File: src/rtl/bus_pkg.sv
`default_nettype none
// ============================================================================
// Module      : bus_pkg
// Description : Shared types and constants for the register-bus initiator.
// Revision    : 1.0
// ============================================================================
package bus_pkg;

    localparam int C_NREG = 8;
    localparam int C_SELW = 3;
    localparam int C_DW   = 16;

    typedef enum logic [1:0] {
        ST_IDLE  = 2'd0,
        ST_DRIVE = 2'd1,
        ST_WRITE = 2'd2,
        ST_DONE  = 2'd3
    } state_t;

    function automatic logic [C_NREG-1:0] onehot(input logic [C_SELW-1:0] sel);
        logic [C_NREG-1:0] v;
        v = '0;
        for (int i = 0; i < C_NREG; i++) begin
            if (sel == C_SELW'(i)) v[i] = 1'b1;
        end
        return v;
    endfunction

endpackage
`default_nettype wire

File: src/rtl/onehot_dec.sv
`default_nettype none
// ============================================================================
// Module      : onehot_dec
// Description : Register-select to one-hot strobe decoder with range flag.
// Revision    : 1.0
// ============================================================================
module onehot_dec
    import bus_pkg::*;
#(
    parameter int N    = C_NREG,
    parameter int SELW = C_SELW
) (
    input  logic [SELW-1:0] sel,
    output logic [N-1:0]    oh,
    output logic            valid
);

    generate
        if (N == C_NREG && SELW == C_SELW) begin : g_pkg
            assign oh = onehot(sel);
        end else begin : g_generic
            for (genvar i = 0; i < N; i++) begin : g_bit
                assign oh[i] = (sel == SELW'(i));
            end
        end
    endgenerate

    // Out-of-range selects would address a register that does not exist.
    assign valid = (int'(sel) < N);

endmodule
`default_nettype wire

File: src/rtl/bus_xfer_ctrl.sv
`default_nettype none
// ============================================================================
// Module      : bus_xfer_ctrl
// Description : Sequences one register move or immediate load per request
//               on the shared register bus; all outputs registered.
// Revision    : 1.0
// ============================================================================
module bus_xfer_ctrl
    import bus_pkg::*;
#(
    parameter int NREG = C_NREG,
    parameter int SELW = C_SELW,
    parameter int DW   = C_DW
) (
    input  logic            clk,
    input  logic            RST,
    input  logic            REQ,
    input  logic            IMM_EN,
    input  logic [SELW-1:0] SRC_SEL,
    input  logic [SELW-1:0] DST_SEL,
    input  logic [DW-1:0]   IMM,
    input  logic [DW-1:0]   BUS_IN,
    output logic [DW-1:0]   BUS_OUT,
    output logic            BUS_OE,
    output logic [NREG-1:0] LDBUS,
    output logic [NREG-1:0] WR,
    output logic            BUSY,
    output logic            DONE,
    output logic            ERR,
    output logic [DW-1:0]   XDATA
);

    state_t          r_state;
    state_t          w_next_state;

    logic            r_imm_en;
    logic [SELW-1:0] r_src;
    logic [SELW-1:0] r_dst;
    logic [DW-1:0]   r_imm;

    logic [NREG-1:0] r_ldbus;
    logic [NREG-1:0] r_wr;
    logic            r_oe;
    logic [DW-1:0]   r_bus_out;
    logic            r_busy;
    logic            r_done;
    logic            r_err;
    logic [DW-1:0]   r_xdata;

    logic [NREG-1:0] w_ldbus_nxt;
    logic [NREG-1:0] w_wr_nxt;
    logic            w_oe_nxt;
    logic [DW-1:0]   w_bus_out_nxt;
    logic            w_busy_nxt;
    logic            w_done_nxt;
    logic            w_err_nxt;

    logic            w_idle;
    logic            w_imm_en;
    logic [SELW-1:0] w_src_sel;
    logic [SELW-1:0] w_dst_sel;
    logic [DW-1:0]   w_imm;
    logic [NREG-1:0] w_src_oh;
    logic [NREG-1:0] w_dst_oh;
    logic            w_src_ok;
    logic            w_dst_ok;
    logic            w_accept;
    logic            w_reject;

    // In IDLE the live inputs are decoded so strobes can register on the
    // accept edge; afterwards the latched copies keep the transfer stable.
    assign w_idle    = (r_state == ST_IDLE);
    assign w_imm_en  = w_idle ? IMM_EN  : r_imm_en;
    assign w_src_sel = w_idle ? SRC_SEL : r_src;
    assign w_dst_sel = w_idle ? DST_SEL : r_dst;
    assign w_imm     = w_idle ? IMM     : r_imm;

    onehot_dec #(
        .N    (NREG),
        .SELW (SELW)
    ) u_src_dec (
        .sel   (w_src_sel),
        .oh    (w_src_oh),
        .valid (w_src_ok)
    );

    onehot_dec #(
        .N    (NREG),
        .SELW (SELW)
    ) u_dst_dec (
        .sel   (w_dst_sel),
        .oh    (w_dst_oh),
        .valid (w_dst_ok)
    );

    assign w_accept = w_idle && REQ && w_dst_ok &&
                      (IMM_EN || (w_src_ok && (SRC_SEL != DST_SEL)));
    assign w_reject = w_idle && REQ && !w_accept;

    always_comb begin
        w_next_state  = r_state;
        w_ldbus_nxt   = '0;
        w_wr_nxt      = '0;
        w_oe_nxt      = 1'b0;
        w_bus_out_nxt = '0;
        w_busy_nxt    = 1'b0;
        w_done_nxt    = 1'b0;
        w_err_nxt     = 1'b0;

        case (r_state)
            ST_IDLE: begin
                if (w_accept) begin
                    w_next_state = ST_DRIVE;
                    w_busy_nxt   = 1'b1;
                    if (w_imm_en) begin
                        w_oe_nxt      = 1'b1;
                        w_bus_out_nxt = w_imm;
                    end else begin
                        w_ldbus_nxt = w_src_oh;
                    end
                end else if (w_reject) begin
                    w_err_nxt = 1'b1;
                end
            end
            ST_DRIVE: begin
                w_next_state = ST_WRITE;
                w_busy_nxt   = 1'b1;
                w_wr_nxt     = w_dst_oh;
                if (w_imm_en) begin
                    w_oe_nxt      = 1'b1;
                    w_bus_out_nxt = w_imm;
                end else begin
                    w_ldbus_nxt = w_src_oh;
                end
            end
            ST_WRITE: begin
                w_next_state = ST_DONE;
                w_busy_nxt   = 1'b1;
                w_done_nxt   = 1'b1;
            end
            ST_DONE: begin
                w_next_state = ST_IDLE;
            end
            default: begin
                w_next_state = ST_IDLE;
            end
        endcase
    end

    always_ff @(posedge clk) begin
        if (!RST) begin
            r_state   <= ST_IDLE;
            r_imm_en  <= 1'b0;
            r_src     <= '0;
            r_dst     <= '0;
            r_imm     <= '0;
            r_ldbus   <= '0;
            r_wr      <= '0;
            r_oe      <= 1'b0;
            r_bus_out <= '0;
            r_busy    <= 1'b0;
            r_done    <= 1'b0;
            r_err     <= 1'b0;
            r_xdata   <= '0;
        end else begin
            r_state   <= w_next_state;
            if (w_accept) begin
                r_imm_en <= IMM_EN;
                r_src    <= SRC_SEL;
                r_dst    <= DST_SEL;
                r_imm    <= IMM;
            end
            r_ldbus   <= w_ldbus_nxt;
            r_wr      <= w_wr_nxt;
            r_oe      <= w_oe_nxt;
            r_bus_out <= w_bus_out_nxt;
            r_busy    <= w_busy_nxt;
            r_done    <= w_done_nxt;
            r_err     <= w_err_nxt;
            // Same edge on which the destination register captures the bus.
            if (r_state == ST_WRITE) begin
                r_xdata <= BUS_IN;
            end
        end
    end

    assign BUS_OUT = r_bus_out;
    assign BUS_OE  = r_oe;
    assign LDBUS   = r_ldbus;
    assign WR      = r_wr;
    assign BUSY    = r_busy;
    assign DONE    = r_done;
    assign ERR     = r_err;
    assign XDATA   = r_xdata;

endmodule
`default_nettype wire

File: config.mk
export PLATFORM = sky130hd
export DESIGN_NAME = bus_xfer_ctrl
export DESIGN_NICKNAME = d
export VERILOG_FILES = /design/src/rtl/bus_pkg.sv /design/src/rtl/onehot_dec.sv /design/src/rtl/bus_xfer_ctrl.sv
export SDC_FILE = /design/constraint.sdc
export NUM_CORES = 1
export LEC_CHECK = 0
export ABC_CLOCK_PERIOD_IN_PS = 5400
export BUFFER_PORTS_ARGS = -buffer_cell sky130_fd_sc_hd__buf_2
export CAP_MARGIN = 5
export CORE_ASPECT_RATIO = 1.1
export CORE_MARGIN = 1
export CORE_UTILIZATION = 54
export DETAILED_ROUTE_END_ITERATION = 6
export GPL_TIMING_DRIVEN = 1
export PLACE_DENSITY_LB_ADDON = 0.08
export SYNTH_ARGS = -nofsm -noshare
export SYNTH_HDL_FRONTEND = slang
export SYNTH_HIERARCHICAL = 1
export SYNTH_SLANG_ARGS = --single-unit
File: constraint.sdc
create_clock -name clk -period 5.4 [get_ports clk]
set_input_delay 0.54 -clock clk [delete_from_list [all_inputs] [get_ports clk]]
set_output_delay 0.54 -clock clk [all_outputs]
set_load 0.05 [all_outputs]
==> flow_summary.json <==
{
  "dp_hpwl_mm": 3.89,
  "ys_ff_latch": 77,
  "gp_congestion": 0.684,
  "drive_gt1_share_pct": 36.6,
  "synthCells": 303,
  "htreeDepth": 3,
  "syn_nets": 349,
  "endpoint": "BUS_OUT[5]",
  "startpoint": "r_state[0]",
  "wl_per_cell_um": 12.8,
  "seqPwrFrac_pct": 35.5,
  "start_util_pct": 56.5,
  "grt_pass1_vias": 2188,
  "hold_violations": 0,
  "combinationalPowerShare_pct": 36.7,
  "die_area_um2": 5950,
  "crit_slowest_cell": "o31ai_4",
  "r2r-end": "BUS_OUT[5]",
  "setup_slack_ns": 2.60,
  "status": "completed",
  "yosysWarningCount": 6,
  "dp_slack_ns": 2.59,
  "cts_buffers": 9,
  "fin_skew_ns": 0.0105,
  "power_density_nw_per_um2": 502,
  "holdCritPathClass": "in2reg",
  "rows": 28,
  "grt_pass1_wl_mm": 9.40,
  "period_share_pct": 51.9,
  "hp-start": "BUS_IN[7]",
  "cp.required_ns": 5.58,
  "drc": 0,
  "fin_util_pct": 69.4,
  "cp_data_arrival_time_ns": 2.99,
  "ctsResizeCount": 0,
  "vias": 2426,
  "grt_max_degree": 41,
  "rrSetupSlack_ns": 2.60,
  "switching_share_pct": 35.6,
  "period_minus_slack_ns": 2.80,
  "core_region_area_um2": 5400,
  "grt_usage_pct": 20.5,
  "cp_max_fo": 28,
  "synth_top_area_share_pct": 50.5,
  "vdd_ir_drop_max_mv": 0.288,
  "vias_per_cell": 5.21,
  "antenna_found_initial": 0,
  "crit_chain": "inv_1, ha_1, buf_4, nand4_2, inv_2, o31ai_4, nor2_1",
  "synth_top_area_cell": "dfxtp_1",
  "grt_overflow": 0,
  "cts.sinks": 77,
  "p_sw_uw": 669,
  "rsz0062_at_grt": "false",
  "pwr-share-clk_pct": 27.8,
  "cts_tree": "yes",
  "syn-cell-area_um2": 3050,
  "syn_avg_cell_area_um2": 10.1,
  "clock_latency_ns": 0.34,
  "die-height_um": 80.8,
  "start_kind": "flop",
  "postRouteAntennaNets": 0,
  "first_pass_iters": 5,
  "finalSetupTns_ns": 0,
  "slew_viol_final": 0,
  "drt_first_iter_violations": 119,
  "finalSetupViolCount": 0,
  "drt_wl_total_mm": 5.96,
  "cts_root_buf": "clkbuf_8",
  "p_int_mw": 1.21,
  "max_stage_delay_ns": 0.82,
  "relSlewSlack_pct": 37.6,
  "syn2layout_area_growth_pct": 22.8,
  "ys_seq_area_share_pct": 50.5,
  "timing.fmax_mhz": 357,
  "synthTopCellsByArea": "dfxtp_1, mux2i_1, a21oi_1",
  "ctsHoldBuffers": 0,
  "worstReg2RegStart": "r_state[0]",
  "final_nets": 433,
  "post_cts_buffers": 0,
  "clk_path_buf_depth": 2,
  "rr_worst_depth": 7,
  "portBuffers": 93,
  "ios": 94,
  "cp-end-kind": "flop",
  "worstSetupPathType": "reg2reg",
  "clkTransAtPathRegs_ns": 0.08,
  "p_leak_nw": 1.76,
  "drv_cap": 0,
  "dieWidth_um": 73.7,
  "synth_cell_type_count": 34,
  "num_antenna_cells": 0,
  "tightestPinTransition_ns": 0.936
}
-- final cells by class --
| type | count | area, µm² |
|---|---|---|
| flip-flops and latches | 77 | 1540 |
| clock buffers | 11 | 151 |
| inverters | 5 | 18.8 |
| fillers | 465 | 1650 |
| multi-input cells | 199 | 1370 |
| clock inverters | 4 | 95.1 |
| repair buffers | 95 | 480 |
| well taps | 75 | 93.8 |
-- Yosys cell counts --
cell and count:
a21oi_1 25, a31o_2 1, a31oi_4 1, and2_1 9, and3_1 10, and3_2 2, and3b_2 6, buf_1 2
buf_2 6, buf_4 3, buf_6 3, clkbuf_1 7, clkbuf_2 1, conb_1 2, dfxtp_1 77, ha_1 4
inv_1 3, inv_2 2, mux2_2 6, mux2i_1 33, nand2_1 3, nand2b_1 1, nand3_1 23, nand4_1 1
nand4_2 1, nor2_1 24, nor2_2 9, nor3_1 4, nor3b_1 6, o2111a_2 1, o21ai_0 15, o21ai_1 8
o31ai_4 1, xnor2_2 3
-- metrics by stage --
step	std cells	area (µm²)	power (mW)	hold WS, ns
global placement	451	3500	1.36	0.447
detailed placement	451	3500	1.37	0.457
floorplan	303	3050	1.25	0.441
CTS	466	3750	1.89	0.423
global route	466	3750	1.97	0.418
finish	466	3750	1.88	0.435
-- sequential cells by signal, indices dropped and copies added (netlist names) --
signal    cells
WR            8
BUS_OUT      16
r_imm        16
r_dst         3
XDATA        16
LDBUS         8
BUSY          1
BUS_OE        1
r_imm_en      1
ERR           1
DONE          1
r_state       2
r_src         3
-- routing by layer --
layer  global-route usage [%]  share of wire [%]
met3                     6.58                6.1
met2                     34.5                 47
met1                     23.6                 45
met4                     9.62                1.9
met5                        0                  0
-- layout by cell type (no fill, tap or decap), types with 8 or more instances in the layout --
master / Yosys / routed
nand3_1: 23 / 23
clkbuf_8: 0 / 11
a21oi_1: 25 / 25
o21ai_0: 15 / 15
buf_2: 6 / 93
nor2_2: 9 / 9
o21ai_1: 8 / 8
and2_1: 9 / 9
mux2i_1: 33 / 33
dfxtp_1: 77 / 77
nor2_1: 24 / 24
and3_1: 10 / 10
-- critical path, delay by kind of cell (launching register included) --
kind            cells  cell delay (ns)
buf+inv             3             0.66
simple gates        2             0.59
fa+ha+maj           1             0.19
flops               1             0.37
compound gates      1             0.82
-- logic make-up (layout without fill, tap and decap cells) --
| logic type | Yosys count | count (layout) | share of synthesized area [%] |
|---|---|---|---|
| buf+inv | 27 | 115 | 4.72 |
| simple gates | 99 | 99 | 18.3 |
| mux | 39 | 39 | 13.0 |
| fa+ha+maj | 4 | 4 | 1.64 |
| xor+xnor | 3 | 3 | 1.60 |
| other cells | 2 | 2 | 0.246 |
| compound gates | 52 | 52 | 9.97 |
| flops | 77 | 77 | 50.5 |
-- worst min-delay path by stage --
| stage | cells past startpoint | to | slack [ns] |
|---|---|---|---|
| 4_1_cts | 3 | XDATA[9] | 0.42 |
| 2_1_floorplan | 2 | r_dst[0] | 0.44 |
| 6_report | 3 | XDATA[7] | 0.43 |
| 3_3_place_gp | 2 | r_dst[2] | 0.45 |
| 3_5_place_dp | 2 | r_dst[2] | 0.46 |
| 5_1_grt | 3 | XDATA[9] | 0.42 |
-- power groups by stage --
stage                     Sequential [mW]  Clock (mW)  Combinational [mW]
after global routing                0.676       0.559               0.738
after detailed placement            0.680           0               0.689
final                               0.668       0.523               0.689
after CTS                           0.668       0.533               0.692
after global placement              0.678           0               0.682
after floorplan                     0.837           0               0.412
(Power assumes the default switching activity.)
